[config.mk]
export PLATFORM = sky130hd
export DESIGN_NAME = mem_arbiter_flat
export DESIGN_NICKNAME = d
export VERILOG_FILES = /design/src/rtl/mem_arbiter_if.sv /design/src/rtl/mem_arbiter.sv /design/src/flat_wrapper.sv
export SDC_FILE = /design/constraint.sdc
export NUM_CORES = 1
export LEC_CHECK = 0
export BUFFER_PORTS_ARGS = -buffer_cell sky130_fd_sc_hd__buf_2
export CORE_MARGIN = 1
export CORE_UTILIZATION = 35
export DETAILED_ROUTE_END_ITERATION = 7
export GPL_ROUTABILITY_DRIVEN = 0
export GPL_TIMING_DRIVEN = 0
export SLEW_MARGIN = 20
export SYNTH_ARGS = -nofsm -noshare
export SYNTH_HDL_FRONTEND = slang
export SYNTH_SLANG_ARGS = --single-unit
[constraint.sdc]
create_clock -name clock -period 2.4 [get_ports clock]
set_clock_uncertainty 0.2 [all_clocks]
set_input_delay 0 -clock clock [delete_from_list [all_inputs] [get_ports clock]]
set_output_delay 0 -clock clock [all_outputs]
set_load 0.01 [all_outputs]
[src/rtl/mem_arbiter_if.sv]
// Bus bundle between the arbiter, the core, the DMA loader port and the memory pins.
// The slave modport is the arbiter's view; master is the surrounding system's view.
interface mem_arbiter_if #(
  parameter int unsigned ADDR_W = 16
);
  logic [ADDR_W-1:0] cpu_address;
  logic [7:0]        cpu_out;
  logic              cpu_we;
  logic [7:0]        cpu_in;
  logic              cpu_hold;

  logic              dma_req;
  logic [ADDR_W-1:0] dma_address;
  logic [7:0]        dma_wdata;
  logic              dma_we;
  logic              dma_ack;
  logic [7:0]        dma_rdata;

  logic [ADDR_W-1:0] mem_address;
  logic [7:0]        mem_wdata;
  logic              mem_we;
  logic [7:0]        mem_rdata;

  modport slave (
    input  cpu_address, cpu_out, cpu_we,
    input  dma_req, dma_address, dma_wdata, dma_we,
    input  mem_rdata,
    output cpu_in, cpu_hold,
    output dma_ack, dma_rdata,
    output mem_address, mem_wdata, mem_we
  );

  modport master (
    output cpu_address, cpu_out, cpu_we,
    output dma_req, dma_address, dma_wdata, dma_we,
    output mem_rdata,
    input  cpu_in, cpu_hold,
    input  dma_ack, dma_rdata,
    input  mem_address, mem_wdata, mem_we
  );
endinterface

[src/rtl/mem_arbiter.sv]
// Time-slot arbiter sharing the memory bus between the core and the DMA loader port.
// Each access is a slot of WAIT+1 cycles; DMA is granted only at slot ends after CPU_SLOTS CPU slots.
module mem_arbiter #(
  parameter int unsigned ADDR_W    = 16,
  parameter int unsigned WAIT      = 1,
  parameter int unsigned CPU_SLOTS = 1
) (
  input  logic          clock,
  input  logic          reset,
  mem_arbiter_if.slave  bus
);
  localparam int unsigned CW = 4;

  typedef enum logic {
    OWN_CPU = 1'b0,
    OWN_DMA = 1'b1
  } owner_t;

  owner_t            owner;
  logic [CW-1:0]     cnt;
  logic [CW-1:0]     run;
  logic [ADDR_W-1:0] dlat_addr;
  logic [7:0]        dlat_wdata;
  logic              dlat_we;
  logic [7:0]        cpu_in_q;

  logic              slot_end;
  logic              is_dma;
  logic              wr_flag;
  logic              grant;
  logic [CW-1:0]     run_upd;

  assign slot_end = (cnt == CW'(WAIT));
  assign is_dma   = (owner == OWN_DMA);

  // CPU-slot run length as it will stand after the current slot completes
  always_comb begin
    run_upd = '0;
    if (!is_dma) begin
      run_upd = (run >= CW'(CPU_SLOTS)) ? run : run + CW'(1);
    end
  end

  assign grant = bus.dma_req && (run_upd >= CW'(CPU_SLOTS));

  // Slot sequencing, ownership decision and DMA request latch
  always_ff @(posedge clock) begin
    if (reset) begin
      owner      <= OWN_CPU;
      cnt        <= '0;
      run        <= '0;
      dlat_addr  <= '0;
      dlat_wdata <= '0;
      dlat_we    <= 1'b0;
      cpu_in_q   <= '0;
    end else if (slot_end) begin
      cnt <= '0;
      run <= run_upd;
      if (!is_dma) begin
        cpu_in_q <= bus.mem_rdata;
      end
      if (grant) begin
        owner      <= OWN_DMA;
        dlat_addr  <= bus.dma_address;
        dlat_wdata <= bus.dma_wdata;
        dlat_we    <= bus.dma_we;
      end else begin
        owner <= OWN_CPU;
      end
    end else begin
      cnt <= cnt + CW'(1);
    end
  end

  // Memory-side mux; strobes are squashed while reset is asserted
  assign wr_flag         = is_dma ? dlat_we : bus.cpu_we;
  assign bus.mem_address = is_dma ? dlat_addr : bus.cpu_address;
  assign bus.mem_wdata   = is_dma ? dlat_wdata : bus.cpu_out;
  assign bus.mem_we      = !reset && slot_end && wr_flag;

  // Core side: runs only on its own slot ends, sees held read data while stalled by DMA
  assign bus.cpu_hold  = reset ? (WAIT == 0) : (!is_dma && slot_end);
  assign bus.cpu_in    = is_dma ? cpu_in_q : bus.mem_rdata;

  assign bus.dma_ack   = !reset && is_dma && slot_end;
  assign bus.dma_rdata = bus.mem_rdata;
endmodule

[src/flat_wrapper.sv]
// flat-port wrapper written by rule: the top's interface ports become plain ports
module mem_arbiter_flat 
#(
  parameter int unsigned ADDR_W    = 16,
  parameter int unsigned WAIT      = 1,
  parameter int unsigned CPU_SLOTS = 1
)
  (clock, reset, bus_cpu_address, bus_cpu_out, bus_cpu_we, bus_dma_req, bus_dma_address, bus_dma_wdata, bus_dma_we, bus_mem_rdata, bus_cpu_in, bus_cpu_hold, bus_dma_ack, bus_dma_rdata, bus_mem_address, bus_mem_wdata, bus_mem_we);
  mem_arbiter_if #(.ADDR_W(ADDR_W)) bus_i ();
  input  logic clock;
  input  logic reset;
  input wire logic [$bits(bus_i.cpu_address)-1:0] bus_cpu_address;
  input wire logic [$bits(bus_i.cpu_out)-1:0] bus_cpu_out;
  input wire logic [$bits(bus_i.cpu_we)-1:0] bus_cpu_we;
  input wire logic [$bits(bus_i.dma_req)-1:0] bus_dma_req;
  input wire logic [$bits(bus_i.dma_address)-1:0] bus_dma_address;
  input wire logic [$bits(bus_i.dma_wdata)-1:0] bus_dma_wdata;
  input wire logic [$bits(bus_i.dma_we)-1:0] bus_dma_we;
  input wire logic [$bits(bus_i.mem_rdata)-1:0] bus_mem_rdata;
  output wire logic [$bits(bus_i.cpu_in)-1:0] bus_cpu_in;
  output wire logic [$bits(bus_i.cpu_hold)-1:0] bus_cpu_hold;
  output wire logic [$bits(bus_i.dma_ack)-1:0] bus_dma_ack;
  output wire logic [$bits(bus_i.dma_rdata)-1:0] bus_dma_rdata;
  output wire logic [$bits(bus_i.mem_address)-1:0] bus_mem_address;
  output wire logic [$bits(bus_i.mem_wdata)-1:0] bus_mem_wdata;
  output wire logic [$bits(bus_i.mem_we)-1:0] bus_mem_we;
  assign bus_i.cpu_address = bus_cpu_address;
  assign bus_i.cpu_out = bus_cpu_out;
  assign bus_i.cpu_we = bus_cpu_we;
  assign bus_i.dma_req = bus_dma_req;
  assign bus_i.dma_address = bus_dma_address;
  assign bus_i.dma_wdata = bus_dma_wdata;
  assign bus_i.dma_we = bus_dma_we;
  assign bus_i.mem_rdata = bus_mem_rdata;
  assign bus_cpu_in = bus_i.cpu_in;
  assign bus_cpu_hold = bus_i.cpu_hold;
  assign bus_dma_ack = bus_i.dma_ack;
  assign bus_dma_rdata = bus_i.dma_rdata;
  assign bus_mem_address = bus_i.mem_address;
  assign bus_mem_wdata = bus_i.mem_wdata;
  assign bus_mem_we = bus_i.mem_we;
  mem_arbiter #(.ADDR_W(ADDR_W), .WAIT(WAIT), .CPU_SLOTS(CPU_SLOTS)) u_core (.clock(clock), .reset(reset), .bus(bus_i));
endmodule
# Word level (Yosys, flattened, before mapping)
# Index checks and enable logic that the tools add are counted.
# Widths: inputs -> output; s select.
# classes
mux,8
reduce_logical,10
n_eq_ne,1
addsub,2
order_cmp,2
# ops
cell,count
$mux 16,1
$mux 8,2
$add 4x1->4 const B,2
$ge 4x1->1 const B,2
$mux 4,2
$logic_and 1x1->1,6
$eq 4x1->1 const B,1
$mux 1,3
$logic_not 1->1,2
$reduce_and 2->1,1
$reduce_or 2->1,1
# word_totals
elab_cells,30
inputBits,61
output_inout_bits,43
reg_bits,42

# Longest topological paths before layout
# Gate-level depths: netlist of run 1.
# logic_depth
word_depth,6
depth_mapped,8
depth_no_buf,6

# Worst setup path before layout of run 1
# Ideal clock, no wire load.
# synth_path
path_kind,register -> register
startpoint,reg u_core.run[1]
endpoint,reg u_core.dlat_addr[10]
n_path_buf,2
t_required_ns,2.128
path_stages_with_launch,9
path_slack_ns,0.315
synth_period_minus_slack_ns,2.085
arrival_ns,1.813
setup_ns,0.072
cell_sequence,dfxtp_1 -> inv_1 -> ha_1 -> or4b_4 -> nor4_2 -> a211o_1 -> buf_6 -> buf_12 -> mux2i_1
# synth_between
elab_chain_cells,6
word_cells_on_any_way,7
cone_classes,add/sub (1); order compare (2); mux (2); reduce/logical (2)
# synth_lines
element,line_no,text
from (decl),mem_arbiter.sv:21,logic [CW-1:0] run;
from (signal assigned),mem_arbiter.sv:58,run <= run_upd;
$add 4x1->4 / $ge 4x1->1 (equally long branches),mem_arbiter.sv:40,run_upd = (run >= CW'(CPU_SLOTS)) ? run : run + CW'(1);
$mux 4 (*),mem_arbiter.sv:40,
$mux 4 (*),mem_arbiter.sv:39,if (!is_dma) begin
$ge 4x1->1 (*),mem_arbiter.sv:44,assign grant = bus.dma_req && (run_upd >= CW'(CPU_SLOTS));
$logic_and 1x1->1 (*),mem_arbiter.sv:44,
$reduce_and 2->1 (no source line) (*),n/a,
to (signal assigned),mem_arbiter.sv:64,dlat_addr <= bus.dma_address;
to (decl),mem_arbiter.sv:22,logic [ADDR_W-1:0] dlat_addr;
# Mark *: on every way between the ends. The rest lies on a longest branch, timed or not.
# A chain may end at the register's enable or synchronous reset.

# Final worst setup path of run 1
# layout_path
startpoint,reg u_core.run[1]
endpoint,reg u_core.dlat_addr[3]
# The elaborated chain is that of the path after synthesis.

==> results of run 1 <==
-- cell type report --
cell class              instances  share of cell area, %
flip-flops and latches         42                  24.85
well taps                      77                  2.848
repair buffers                135                  24.85
clock buffers                   8                  3.254
multi-input cells             167                  38.76
plain buffers                  25                  4.993
inverters                       4                 0.4438
-- power by group through the flow --
stage | combinational, W | sequential (W) | clock [W]
2_1_floorplan | 0.000579 | 0.000850 | 0
3_3_place_gp | 0.000776 | 0.000869 | 0
3_5_place_dp | 0.000786 | 0.000869 | 0
4_1_cts | 0.000829 | 0.000853 | 0.000542
5_1_grt | 0.000898 | 0.000864 | 0.000570
6_report | 0.000820 | 0.000853 | 0.000526
-- worst register-to-register path: stages, from the launching register on --
cell                      delay, ns
sky130_fd_sc_hd__dfxtp_1       0.39
sky130_fd_sc_hd__inv_1         0.10
sky130_fd_sc_hd__ha_1          0.19
sky130_fd_sc_hd__or4b_4        0.52
sky130_fd_sc_hd__nor4_2        0.16
sky130_fd_sc_hd__a211o_1       0.16
sky130_fd_sc_hd__buf_6         0.17
sky130_fd_sc_hd__buf_12        0.16
sky130_fd_sc_hd__mux2i_1       0.19
-- routing by layer --
layer	track usage (%)	up-vias	routed length, µm	share of wire (%)
met5	0	-	0	0
met4	3.698	0	28	0.51
met3	3.660	2	291	5.3
met2	28.38	64	2773	50
met1	17.96	940	2401	44
li1	-	1080	-	-
-- what timing repair did --
action                                  CTS  global route
hold buffers                             33             0
endpoints found under the setup margin    0             6
resized for setup                         0             4
hold endpoints to repair                 33             0
-- Yosys cell counts, types with 3 or more instances --
master / number / area, µm²
sky130_fd_sc_hd__mux2_2: 32 / 360.4
sky130_fd_sc_hd__a21oi_1: 3 / 15.01
sky130_fd_sc_hd__ha_1: 5 / 62.56
sky130_fd_sc_hd__inv_1: 4 / 15.01
sky130_fd_sc_hd__mux2i_1: 26 / 260.3
sky130_fd_sc_hd__nor3_1: 14 / 70.07
sky130_fd_sc_hd__dfxtp_1: 42 / 840.8
sky130_fd_sc_hd__buf_4: 8 / 60.06
sky130_fd_sc_hd__clkbuf_1: 12 / 45.04
sky130_fd_sc_hd__nand2b_1: 51 / 319.1
sky130_fd_sc_hd__nor2_1: 18 / 67.56
-- through the flow --
stage	utilization, %	worst slack, ns	power, W	std cells	instance area, µm²
after floorplan	-	0.3154	0.001429	239	2337
after global placement	46.10	0.1539	0.001644	418	2944
after detailed placement	46.10	0.1282	0.001655	418	2944
after CTS	53.00	0.01777	0.002224	459	3385
after global routing	52.98	0.0007809	0.002332	458	3383
final	52.98	0.1096	0.002198	458	3383
-- path summary, 6_finish.rpt --
check,from,endpoint,slack [ns]
worst max-delay path,u_core.run[1],u_core.dlat_addr[3],0.11
worst min-delay path,reset,u_core.dlat_addr[4],0.02
worst max register to register,u_core.run[1],u_core.dlat_addr[3],0.11
worst min register to register,u_core.run[3],u_core.run[3],0.26
-- sequential cells by signal, summed over array words and instances (netlist names) --
signal	cells
u_core.cnt	4
u_core.cpu_in_q	8
u_core.dlat_addr	16
u_core.dlat_wdata	8
u_core.dlat_we	1
u_core.is_dma	1
u_core.run	4
-- logic make-up (layout without fill, tap and decap cells) --
family	count (synthesis)	count (layout)	synth area share, %
flops	42	42	35.97
mux	58	58	26.55
simple gates	93	93	23.39
buf+inv	30	172	7.923
xor+xnor	2	2	0.7496
compound gates	9	9	2.730
fa+ha+maj	5	5	2.677
==> run summary, run 1 <==
The wire length of the first global-routing pass came out at about 8.8 mm. The I/O pin total is 104. The number of clock buffers added by TritonCTS is 5. In this design, the stage delay of the slowest critical-path cell is ~0.52 ns.

Along the worst hold path, the cell count comes to 3. The number of fill cells came out at 607. The share of post-route cells with drive strength above 1 came out at 42.52%. The top achievable clock speed came out at 436.6 MHz.

Using the TritonRoute via totals, the vias-per-cell ratio works out to 4.555. The flip-flop and latch count after synthesis is 42. The number of max-capacitance violations reported is 0. The number of buffers inserted to repair setup after CTS came out at 0. The total internal power came out at around 0.0015 W.

The slew at the pin closest to its max-slew limit is 0.5081 ns. The switching power total is between 0.0006 and 0.0007 W. The proportion of power drawn by the clock network came out at 23.9%. The total nets after synthesis came out at between 300 and 400. The insertion delay of the later-clocked pin in the worst-skew pair is around 0.28 ns.

The critical path arrival is 2.31 ns. The die covers roughly 7000 µm². Global routing consumed, over all layers together, 15.45% of the routing resources. The number of endpoints with negative hold slack in the final report was 0. The clock transition at the registers of the reported paths came out at roughly 0.08 ns. In the final layout, the multi-input gates occupy ~1300 µm².

The largest vdd supply drop is 0.2762 mV. The region available for standard cell placement spans ~6400 µm². The gate count of the mapped netlist is roughly 240. Power spread over the standard cell area amounts to 649.7 nW/µm². The routed design could run at a clock period as short as approximately 2.3 ns. The number of enable flip-flop cells after synthesis came out at 0. The total grt overflow is 0. CTS saw 42 sinks. The overall die width came out at around 84 µm. The combinational group share of total power came out at a little under two fifths. The category of the worst setup path capture point is a flip-flop. The total count of max-transition violations in the final report is 0.

The post-synthesis area per instance is between 9 and 10 µm². In the layout the commonest cells are 104 x sky130_fd_sc_hd__buf_2, 51 x sky130_fd_sc_hd__nand2b_1, 42 x sky130_fd_sc_hd__dfxtp_1. The min-delay analysis places its worst path in the category input pin to flip-flop. For this run, the number of Yosys warnings is 0. The data required time of the worst path came out at between 2 and 2.5 ns. The maximum fanout along the worst path came out at 10. For this run, the leading register cell type out of synthesis is sky130_fd_sc_hd__dfxtp_1. The relative area change from synthesis to final layout came out at 44.75%.

For this configuration, the core starts out at a cell density of approximately 37%. The setup-violating endpoint count in the final report came out at 0. The register area came out at 840.8 µm². The number of global-route vias before repair is 1,944. The number of search-and-repair iterations in the first detailed-routing pass is 4. The number of buffer and inverter instances along the worst setup path is 3. The number of standard-cell rows in the floorplan came out at 29. For this design the static power due to leakage is between 1.5 and 2 nW. The family with the most delay on the worst path is simple AND/OR/NAND/NOR gates. Setup repair after global routing left no endpoint under its margin. The number of library cell types mapped by synthesis came out at 31. The cell count of the worst reg-to-reg path came out at 8. The number of antenna violations at the first check in global routing was 0. For this run, design rule violations remaining after detail routing come to 0. TritonCTS built the clock tree. By startpoint and endpoint, the worst setup path is classified as flip-flop to flip-flop. The instance count on the critical path is 8. In the final timing run, aggregate negative setup slack is 0 ns. The run finished with clean final reports. Of the available clock period, the critical path in the final layout requires between 90% and 100%. The antenna cell count is 0. In the synthesized netlist the async set-or-reset flop fraction comes to 0%. The worst max-slew margin expressed relative to the limit is between 60 and 70%. Across all layers, the routed design uses 2,086 vias. The number of routed nets with antenna violations is 0.

The per-cell routed wire length came out at 12.00 µm. The maximum level of the CTS H-tree came out at 2. On the final layout, the worst hold slack is between 0.015 and 0.02 ns. The master of the slowest instance on the critical path is sky130_fd_sc_hd__or4b_4. The maximum count of clock buffers along a single path came out at 2. After legalization and detailed placement, the total HPWL measured between 3 and 4 mm.

The initial DRC count is 60. Of the total power, registers draw roughly 39%. In this run switching power makes up between 30 and 40% of total power. Entering global routing, the biggest net connects 13 pins. The total of buffers placed on input and output ports came out at a little over 100.

The fraction of the yosys area taken by sequential cells came out at a little over a third. The category of the worst setup path launch point is a flip-flop. For this block, the routed nets add up to between 5 and 6 mm of wire. Traced cell by cell, the critical path runs through inv_1 > ha_1 > or4b_4 > nor4_2 > a211o_1 > buf_6 > buf_12 > mux2i_1. In this run the vertical extent of the chip is 83.72 µm. The cell sitting at the root of the clock tree is a sky130_fd_sc_hd__clkbuf_8. The final-stage net count is between 400 and 500. The library cell used most frequently in the layout, excluding fill and tap cells, is sky130_fd_sc_hd__buf_2. The mapped netlist covers ~2300 µm².
No activity file was read; power rests on OpenSTA's default activity.
==> run 2: changes to the inputs <==
--- a/config.mk
+++ b/config.mk
@@ -5,6 +5,7 @@
 export SDC_FILE = /design/constraint.sdc
 export NUM_CORES = 1
 export LEC_CHECK = 0
+export ABC_AREA = 0
 export BUFFER_PORTS_ARGS = -buffer_cell sky130_fd_sc_hd__buf_2
 export CORE_MARGIN = 1
 export CORE_UTILIZATION = 35
==> constraint.sdc (replaced) <==
create_clock -name clock -period 2.45 [get_ports clock]
set_clock_uncertainty 0.2 [all_clocks]
set_input_delay 0 -clock clock [delete_from_list [all_inputs] [get_ports clock]]
set_output_delay 0 -clock clock [all_outputs]
set_load 0.01 [all_outputs]
==> run summary, run 2 (same netlist as run 1, synthesis figures left out) <==
The flow ran to the end, and the final reports show no timing, DRC or antenna violations. The floorplan step defined a core boundary enclosing ~6400 µm². The area of the die came out at roughly 7000 µm². The number of instances in the placed design is about 420. The library cell used most frequently in the layout, excluding fill and tap cells, is sky130_fd_sc_hd__buf_2. The critical path arrival came out at 2.31 ns. The largest register by flop count is u_core.dlat_addr. The number of endpoints with negative hold slack in the final report came out at 0. The critical path goes through inv_1 > ha_1 > or4b_4 > nor4_2 > a211o_1 > buf_6 > buf_12 > mux2i_1. The final-stage net count is approximately 450. Setup repair after global routing left no endpoint under its margin. The register area is between 800 and 900 µm². 0 antenna diodes ended up in the layout.

The worst setup path is captured at a flip-flop. The maximum count of clock buffers along a single path came out at 2. The clock drives 42 sinks.

During I/O placement, the number of pins put on the boundary was ~100. The critical path class is flip-flop to flip-flop. The post-route clock period utilization came out at 93.48%. Summed over all nets, the half-perimeter wirelength after detailed placement is 3.847 mm. The detailed-route DRC error count came out at 0. The min-delay analysis places its worst path in the category input pin to flip-flop. The data required time of the worst path is 2.47 ns. Counting I/O delays and the setup requirement, the final critical path takes around 2.3 ns. The maximum level of the CTS H-tree is 2. The initialized floorplan defines 29 standard-cell rows. The start point of the worst hold path is reset. The most critical setup path has its startpoint at u_core.run[1]. The final wirelength came out at about 5.5 mm. The master of the slowest instance on the critical path is sky130_fd_sc_hd__or4b_4. The effective utilization at floorplan came out at a little over a third. In the layout the commonest cells are 104 x sky130_fd_sc_hd__buf_2, 51 x sky130_fd_sc_hd__nand2b_1, 42 x sky130_fd_sc_hd__dfxtp_1. The total power divided by cell area is around 640 nW/µm². The insertion delay of the later-clocked pin in the worst-skew pair is 0.28 ns. The largest net degree at the start of global routing came out at 13. Clock-pin slew was measured on the worst setup and hold paths at about 0.08 ns. The leakage dissipation is between 1.5 and 2 nW. The worst max-slew margin expressed relative to the limit is 57.88%. The number of max-capacitance violations reported came out at 0. The number of antenna violations at the first check in global routing came out at 0. The total of buffers placed on input and output ports came out at 102. The maximum fanout along the worst path is 10.

The layout has 606 filler cells. After global routing the overflow that remains totals 0. For this run, the top clock speed supported by timing is around 440 MHz.

The cell family contributing the most delay on the critical path is simple AND/OR/NAND/NOR gates. The number of buffers inserted during clock tree synthesis is 5. The overall die width is 83.72 µm. The multi-input logic area came out at 1311 µm². The count of non-filler cells in the finished layout came out at around 460. The flip-flop count of the largest register after layout came out at 16. The all-layer global routing usage came out at about 15%. The detail route stage leaves a number of antenna-violating nets equal to 0. The largest registers in the layout are u_core.dlat_addr (16), u_core.cpu_in_q (8), u_core.dlat_wdata (8). The number of buffers inserted to repair setup after CTS came out at 0. Setup violations remaining at the end of the flow were counted as 0. The highest cell delay on the worst timing path came out at between 0.5 and 0.6 ns. The root buffer cell chosen for the clock tree is sky130_fd_sc_hd__clkbuf_8. TritonCTS built the clock tree. Measured along the y axis, the die boundary spans approximately 84 µm. After detailed routing, the number of vias per cell comes to between 4 and 5. The share of post-route cells with drive strength above 1 is a little over two fifths. The routed layout has between 2,000 and 2,500 vias. The total count of max-transition violations in the final report is 0.

The origin of the critical flop-to-flop path is u_core.run[1]. The number of buffer and inverter instances along the worst setup path is 3. The initial DRC count is 60. From synthesis to final layout, the design area changed by 44.70%. The largest vdd supply drop came out at between 0.2 and 0.3 mV. The first TritonRoute pass finished after 4 iterations. The per-cell routed wire length came out at ~12 µm. The number of global-route vias before repair is just under 2,000. The slew at the pin closest to its max-slew limit came out at around 0.63 ns. The setup TNS after final layout came out at 0 ns.

The worst setup path is launched from a flip-flop. The wire length of the first global-routing pass is 8.769 mm.
==> run 2: cell counts in the layout (fill, tap and decap cells not counted) <==
No cell type changed its count.
==> run 2: routing by layer <==
metal  vias up  routed length, µm  global-route usage (%)
met5         -                  0                       0
met4         0                 28                   3.698
met3         2                286                   3.660
met2        60               2759                   28.38
met1       932               2388                   17.96
li1       1079                  -                       -
==> run 2: worst paths after layout <==
check,end,slack [ns],cells past startpoint
max,u_core.dlat_addr[3],0.16,8
min,u_core.dlat_addr[4],0.02,3
max reg2reg,u_core.dlat_addr[3],0.16,8
min reg2reg,u_core.run[3],0.26,2
==> run 2: area by class of cell <==
cell class / instances / share of cell area [%]
Tap cell: 77 / 2.849
Buffer: 25 / 4.957
Multi-Input combinational cell: 167 / 38.77
Sequential cell: 42 / 24.86
Inverter: 4 / 0.4440
Timing Repair Buffer: 135 / 24.86
Clock buffer: 8 / 3.256
==> run 2: timing repair <==
item / CTS / global route
resized for setup: 0 / 2
endpoints found under the hold margin: 33 / 0
hold buffers: 33 / 0
setup endpoints to repair: 0 / 6
==> run 2: metrics by stage <==
step | worst slack (ns) | hold slack [ns] | utilization (%) | power [W] | area [µm²]
after floorplan | 0.3654 | -0.1082 | - | 0.001399 | 2337
after global placement | 0.2039 | 0.05823 | 46.10 | 0.001611 | 2944
after detailed placement | 0.1782 | 0.06439 | 46.10 | 0.001621 | 2944
after CTS | 0.06777 | 0.001721 | 53.00 | 0.002179 | 3385
after global routing | 0.04131 | 0.05727 | 52.96 | 0.002284 | 3382
final | 0.1596 | 0.01705 | 52.96 | 0.002152 | 3382
==> run 2: tightest hold or removal path, delay by kind of cell <==
family | cells | cell delay, ns
AND/OR/NAND/NOR | 1 | 0.18
multiplexers | 1 | 0.11
buffers and inverters | 1 | 0.17
==> run 2: where the power goes <==
group	internal, W	total (W)	switching [W]
registers	0.000775	0.000835	0.0000609
clock network	0.000285	0.000515	0.000230
logic	0.000435	0.000801	0.000367
